`config.mk`:
```
export PLATFORM = sky130hd
export DESIGN_NAME = key_schedule_ctrl
export DESIGN_NICKNAME = d
export VERILOG_FILES = /design/src/rtl/key_schedule_ctrl.sv
export SDC_FILE = /design/constraint.sdc
export NUM_CORES = 2
export LEC_CHECK = 0
export BUFFER_PORTS_ARGS = -buffer_cell sky130_fd_sc_hd__buf_4
export CORE_AREA = 2 2 438 440
export DETAILED_ROUTE_END_ITERATION = 10
export DIE_AREA = 0 0 440 442
export HOLD_SLACK_MARGIN = 0.12
export PLACE_DENSITY = 0.86
export SLEW_MARGIN = 10
export SYNTH_ARGS = -nofsm -noshare
export SYNTH_HDL_FRONTEND = slang
export SYNTH_SLANG_ARGS = --single-unit
```
`constraint.sdc`:
```
create_clock -name clk -period 20.9 [get_ports clk]
set_clock_uncertainty 0.2 [all_clocks]
set_input_delay 1.045 -clock clk [delete_from_list [all_inputs] [get_ports clk]]
set_output_delay 1.045 -clock clk [all_outputs]
set_load 0.005 [all_outputs]
```
`src/rtl/key_schedule_ctrl.sv`:
```
// Iterative AES key expansion (NK = 4/6/8), one 32-bit word per clock, with a registered round-key read port.
// Optional build macro KEYSCHED_ZEROIZE_EN adds a zeroize input that also lets rst clear the word store.
module key_schedule_ctrl #(
  parameter int NK = 4,
  parameter int NB = 4
) (
  input  logic            clk,
  input  logic            rst,
  input  logic            start,
`ifdef KEYSCHED_ZEROIZE_EN
  input  logic            zeroize,
`endif
  input  logic [32*NK-1:0] key_in,
  input  logic [3:0]      rd_round,
  output logic            busy,
  output logic            key_ready,
  output logic [127:0]    rd_key,
  output logic            rd_valid
);

  localparam int NR    = NK + 6;
  localparam int TOTAL = NB * (NR + 1);

  localparam logic [1:0] IDLE   = 2'd0;
  localparam logic [1:0] EXPAND = 2'd1;
  localparam logic [1:0] READY  = 2'd2;

  generate
    if (!(NK == 4 || NK == 6 || NK == 8) || NB != 4) begin : g_bad_cfg
      $error("key_schedule_ctrl: NK must be 4, 6 or 8 and NB must be 4");
    end
  endgenerate

  function automatic logic [7:0] xtime(input logic [7:0] a);
    return {a[6:0], 1'b0} ^ (a[7] ? 8'h1b : 8'h00);
  endfunction

  function automatic logic [7:0] gf_mul(input logic [7:0] a, input logic [7:0] b);
    logic [7:0] p;
    logic [7:0] aa;
    p  = '0;
    aa = a;
    for (int i = 0; i < 8; i++) begin
      if (b[i]) p = p ^ aa;
      aa = xtime(aa);
    end
    return p;
  endfunction

  // S-box as GF(2^8) inverse (x^254) followed by the affine transform, so no ROM table is needed.
  function automatic logic [7:0] sbox(input logic [7:0] x);
    logic [7:0] sq;
    logic [7:0] inv;
    sq  = x;
    inv = 8'h01;
    for (int k = 1; k < 8; k++) begin
      sq  = gf_mul(sq, sq);
      inv = gf_mul(inv, sq);
    end
    return inv ^ {inv[6:0], inv[7]} ^ {inv[5:0], inv[7:6]} ^
           {inv[4:0], inv[7:5]} ^ {inv[3:0], inv[7:4]} ^ 8'h63;
  endfunction

  function automatic logic [31:0] sub_word(input logic [31:0] x);
    return {sbox(x[31:24]), sbox(x[23:16]), sbox(x[15:8]), sbox(x[7:0])};
  endfunction

  logic [1:0]            state;
  logic [5:0]            wr_ptr;
  logic [2:0]            col;        // wr_ptr mod NK, tracked incrementally to avoid a divider
  logic [7:0]            rcon;
  logic [31:0]           win [NK];   // last NK words: win[0] = w[wr_ptr-NK], win[NK-1] = w[wr_ptr-1]
  logic [TOTAL-1:0][31:0] w;

  logic        clr;
  logic        load;
  logic        step;
  logic        last;
  logic [31:0] prev;
  logic [31:0] sub_in;
  logic [31:0] sub_out;
  logic [31:0] t;
  logic [31:0] new_word;
  logic        rd_ok;
  logic [5:0]  base;

`ifdef KEYSCHED_ZEROIZE_EN
  assign clr = rst | zeroize;
`else
  assign clr = rst;
`endif

  assign load = !clr && start && (state != EXPAND);
  assign step = !clr && (state == EXPAND);
  assign last = (wr_ptr == 6'(TOTAL - 1));

  // A single SubWord unit is shared between the RotWord and the NK=8 mid-key cases.
  always_comb begin
    prev    = win[NK-1];
    sub_in  = (col == 3'd0) ? {prev[23:0], prev[31:24]} : prev;
    sub_out = sub_word(sub_in);
    t       = prev;
    if (col == 3'd0)
      t = sub_out ^ {rcon, 24'h0};
    else if (NK == 8 && col == 3'd4)
      t = sub_out;
    new_word = win[0] ^ t;
  end

  always_ff @(posedge clk) begin
    if (clr) begin
      state     <= IDLE;
      busy      <= 1'b0;
      key_ready <= 1'b0;
      wr_ptr    <= '0;
      col       <= '0;
      rcon      <= 8'h01;
    end else if (load) begin
      state     <= EXPAND;
      busy      <= 1'b1;
      key_ready <= 1'b0;
      wr_ptr    <= 6'(NK);
      col       <= '0;
      rcon      <= 8'h01;
    end else if (step) begin
      wr_ptr <= wr_ptr + 6'd1;
      col    <= (col == 3'(NK - 1)) ? 3'd0 : col + 3'd1;
      if (col == 3'd0) rcon <= xtime(rcon);
      if (last) begin
        state     <= READY;
        busy      <= 1'b0;
        key_ready <= 1'b1;
      end
    end
  end

  always_ff @(posedge clk) begin
    if (load) begin
      for (int k = 0; k < NK; k++) win[k] <= key_in[32*(NK-k)-1 -: 32];
    end else if (step) begin
      for (int k = 0; k < NK - 1; k++) win[k] <= win[k+1];
      win[NK-1] <= new_word;
    end
  end

  always_ff @(posedge clk) begin
`ifdef KEYSCHED_ZEROIZE_EN
    if (clr)
      w <= '0;
    else
`endif
    if (load) begin
      for (int k = 0; k < NK; k++) w[k] <= key_in[32*(NK-k)-1 -: 32];
    end else if (step) begin
      w[wr_ptr] <= new_word;
    end
  end

  // A round is readable once its last word sits below wr_ptr; the reset of wr_ptr on start
  // is what keeps stale store contents from ever being flagged valid.
  assign rd_ok = (rd_round <= 4'(NR)) && ({rd_round, 2'b11} < wr_ptr);
  assign base  = rd_ok ? {rd_round, 2'b00} : 6'd0;

  always_ff @(posedge clk) begin
    if (clr) begin
      rd_valid <= 1'b0;
      rd_key   <= '0;
    end else begin
      rd_valid <= rd_ok;
      rd_key   <= rd_ok ? {w[base], w[base + 6'd1], w[base + 6'd2], w[base + 6'd3]} : 128'h0;
    end
  end

endmodule

```
==> metrics.cfg <==
[run_status]
run_status=finished with violations
violations=design-rule violations

[yosys]
async_flop_share_pct=0
synth.cell_area_um2=122900
synth_edf_count=1536
syn_inst=12255
synth_cell_type_count=121
syn-num-nets=12415
avg_cell_area_syn_um2=10.03
top_ff_cell_synth=edfxtp_1
synth_sequential_area_ratio_pct=39.94
number_of_synthesized_register_bits=1684
synthesis.yosys.warnings=0

[clock_network]
clock_sinks=1684
cts-buffers-inserted=133
cts-root-buf=clkbuf_16
number_of_buffers_inserted_by_hold_repair_at_cts=0
cts_tree=yes
cts.clk_slew.worst_paths_ps=70
clock_path_buffers=3
clk-insertion-delay-late_ps=810
cts-htree-levels=4

[sta]
max-slew-margin-rel_pct=7.205
final_hold_viol_count=0
timing_max_transition_violations_final=0
final_min_period_over_clock_period_pct=96.02
tightest_slew_ps=1384
fin_ws_ps=831.9
fin_hold_ws_ps=301.6
min_period_ps=20070
setup-violations-final=0
highest_clock_rate_mhz=49.83

[worst_setup_path]
cp_slowest_cell=xnor2_1
worst-setup-path-type=flip-flop to flip-flop
critical_path.n_buffers_inverters=4
setup.worst_path.start_class=flip-flop
timing.critical_path.fanout_max=49
crit_required_ps=21160
crit_top_cell=xnor2_1
crit_end_element=flip-flop
crit_arrival_ps=20330
cp_top_family=XOR/XNOR gates
rr_startpoint=col[0]
ff2ff_setup_slack_ps=830
reg2regPathDepth=53
r2r_end=w[388]
cp_peak_stage_delay_ps=1070

[worst_hold_path]
timing.hold.worst_endpoint=rcon[7]
worst_hold_path_startpoint=rcon[6]
hold_path_depth=2
worstHoldPathType=flip-flop to flip-flop

[floorplan]
dieWidth_um=440
design.core.area_um2=189600
placementRows=160
io-pin-count=266
initial_core_utilization_pct=64.83
floorplan.die.height_um=442
die-area_um2=194500

[final_layout]
drive_gt1_share_pct=13.43
final_cell_area_um2=134000
area_growth_syn_to_layout_pct=9.011
final_nets=12409

[place]
detailedPlace.worstSlack_ps=452.8
gp_congestion=1.011
place_area_um2=128900
post_detailed_placement_half_perimeter_wirelength_mm=263.6
numPortBuffers=265

[global_routing]
initial_antenna_violation_count=72
pin_count_of_the_biggest_net_entering_global_routing=253
gr-total-overflow=0
global_route_wire_length_before_repair_mm=612.5
number_of_global_route_vias_before_repair=97199
global_route_usage_over_all_layers_pct=41.21

[drt]
drt-total-wl_mm=423.6
dr_total_vias=103607
detail_route.vias_per_cell=6.951
route.detailed.wl_per_inst_um=28.42
drt_iter0_drc=18059
post-route-drc-count=10
number_of_routed_nets_with_antenna_violations=0
drt-pass1-iter-count=11

[run]
maxCapViolations=0

==> worst reg2reg max path, delay by kind of cell, from the launching register on <==
kind            cells  cell delay [ps]
xor+xnor           33            12990
buf+inv             4             1350
flops               1              370
compound gates      6             2540
simple gates        7             1040
mux                 2              900
fa+ha+maj           1              320
==> synthesized netlist by cell type (all sizes together) (255+ instances only) <==
cell type,number,share of area (%)
nand2,1156,3.5
nand3,338,1.4
xnor2,1761,13
xor2,531,4.1
a211oi,351,2.1
edfxtp,1536,38
o22ai,255,1.3
o21ai,505,2.1
nor2,1496,4.6
clkbuf,633,1.9
xnor3,307,5.6
a21oi,888,3.6
==> area by class of cell <==
cell class | instances | area, um^2
Inverter | 106 | 400.4
Antenna cell | 36 | 90.09
Timing Repair Buffer | 705 | 5528
Tap cell | 2511 | 3142
Multi-Input combinational cell | 9619 | 71430
Clock inverter | 67 | 655.6
Fill cell | 12839 | 55600
Sequential cell | 1684 | 49090
Clock buffer | 177 | 3641
==> registers in the layout, indices dropped and copies added, names as in the netlist <==
signal and count:
rd_valid 1, state 2, wr_ptr 6, col 3, win 128, rcon 8, w 1408, rd_key 128
==> worst max-delay path by stage <==
stage | from | endpoint | slack [ps] | cells after the start
final | col[0] | w[388] | 830 | 53
after global routing | col[0] | win[3][21] | -50 | 65
after CTS | col[0] | win[3][13] | 360 | 64
after detailed placement | col[0] | win[3][13] | 450 | 64
after global placement | col[0] | win[3][11] | 810 | 62
after floorplan | col[0] | w[1019] | 1640 | 76
==> metrics by stage <==
step	std cells	setup TNS, ps	util, %
2_1_floorplan	12255	0	-
3_3_place_gp	14600	0	67.97
3_5_place_dp	14600	0	67.97
4_1_cts	14844	0	70.24
5_1_grt	14892	-144.7	70.65
6_report	14905	0	70.67
==> placed cells by master (no fill, tap or decap), drive strengths merged, types with 338 or more instances in the layout <==
cell / netlist / final
a211oi: 351 / 351
xor2: 531 / 541
o21ai: 505 / 505
edfxtp: 1536 / 1536
nand2: 1156 / 1156
nand3: 338 / 338
xnor2: 1761 / 1761
buf: 223 / 703
nor2: 1496 / 1496
a21oi: 888 / 888
==> metal layers <==
layer  wire (um)  track usage [%]
met1      140700            50.77
met2      189500            63.70
met3       57060            10.42
met4       35780            28.33
met5         474           0.6203
==> logic make-up (layout without fill, tap and decap cells) <==
family | Yosys count | after routing | share of synthesized area (%)
compound gates | 2657 | 2657 | 13.60
xor+xnor | 2632 | 2642 | 23.61
fa+ha+maj | 26 | 26 | 0.2627
buf+inv | 962 | 1055 | 3.211
flops | 1684 | 1684 | 39.94
mux | 562 | 562 | 6.143
other cells | 0 | 36 | 0
simple gates | 3732 | 3732 | 13.23
==> what timing repair did <==
| item | in CTS | in global routing |
|---|---|---|
| resized for setup | 0 | 43 |
| setup endpoints to repair | 0 | 1162 |
| setup buffers | 0 | 4 |
Power is left out: the tool's default activity adds up to more than one toggle a clock period on the data nets, which glitch-free logic cannot reach.
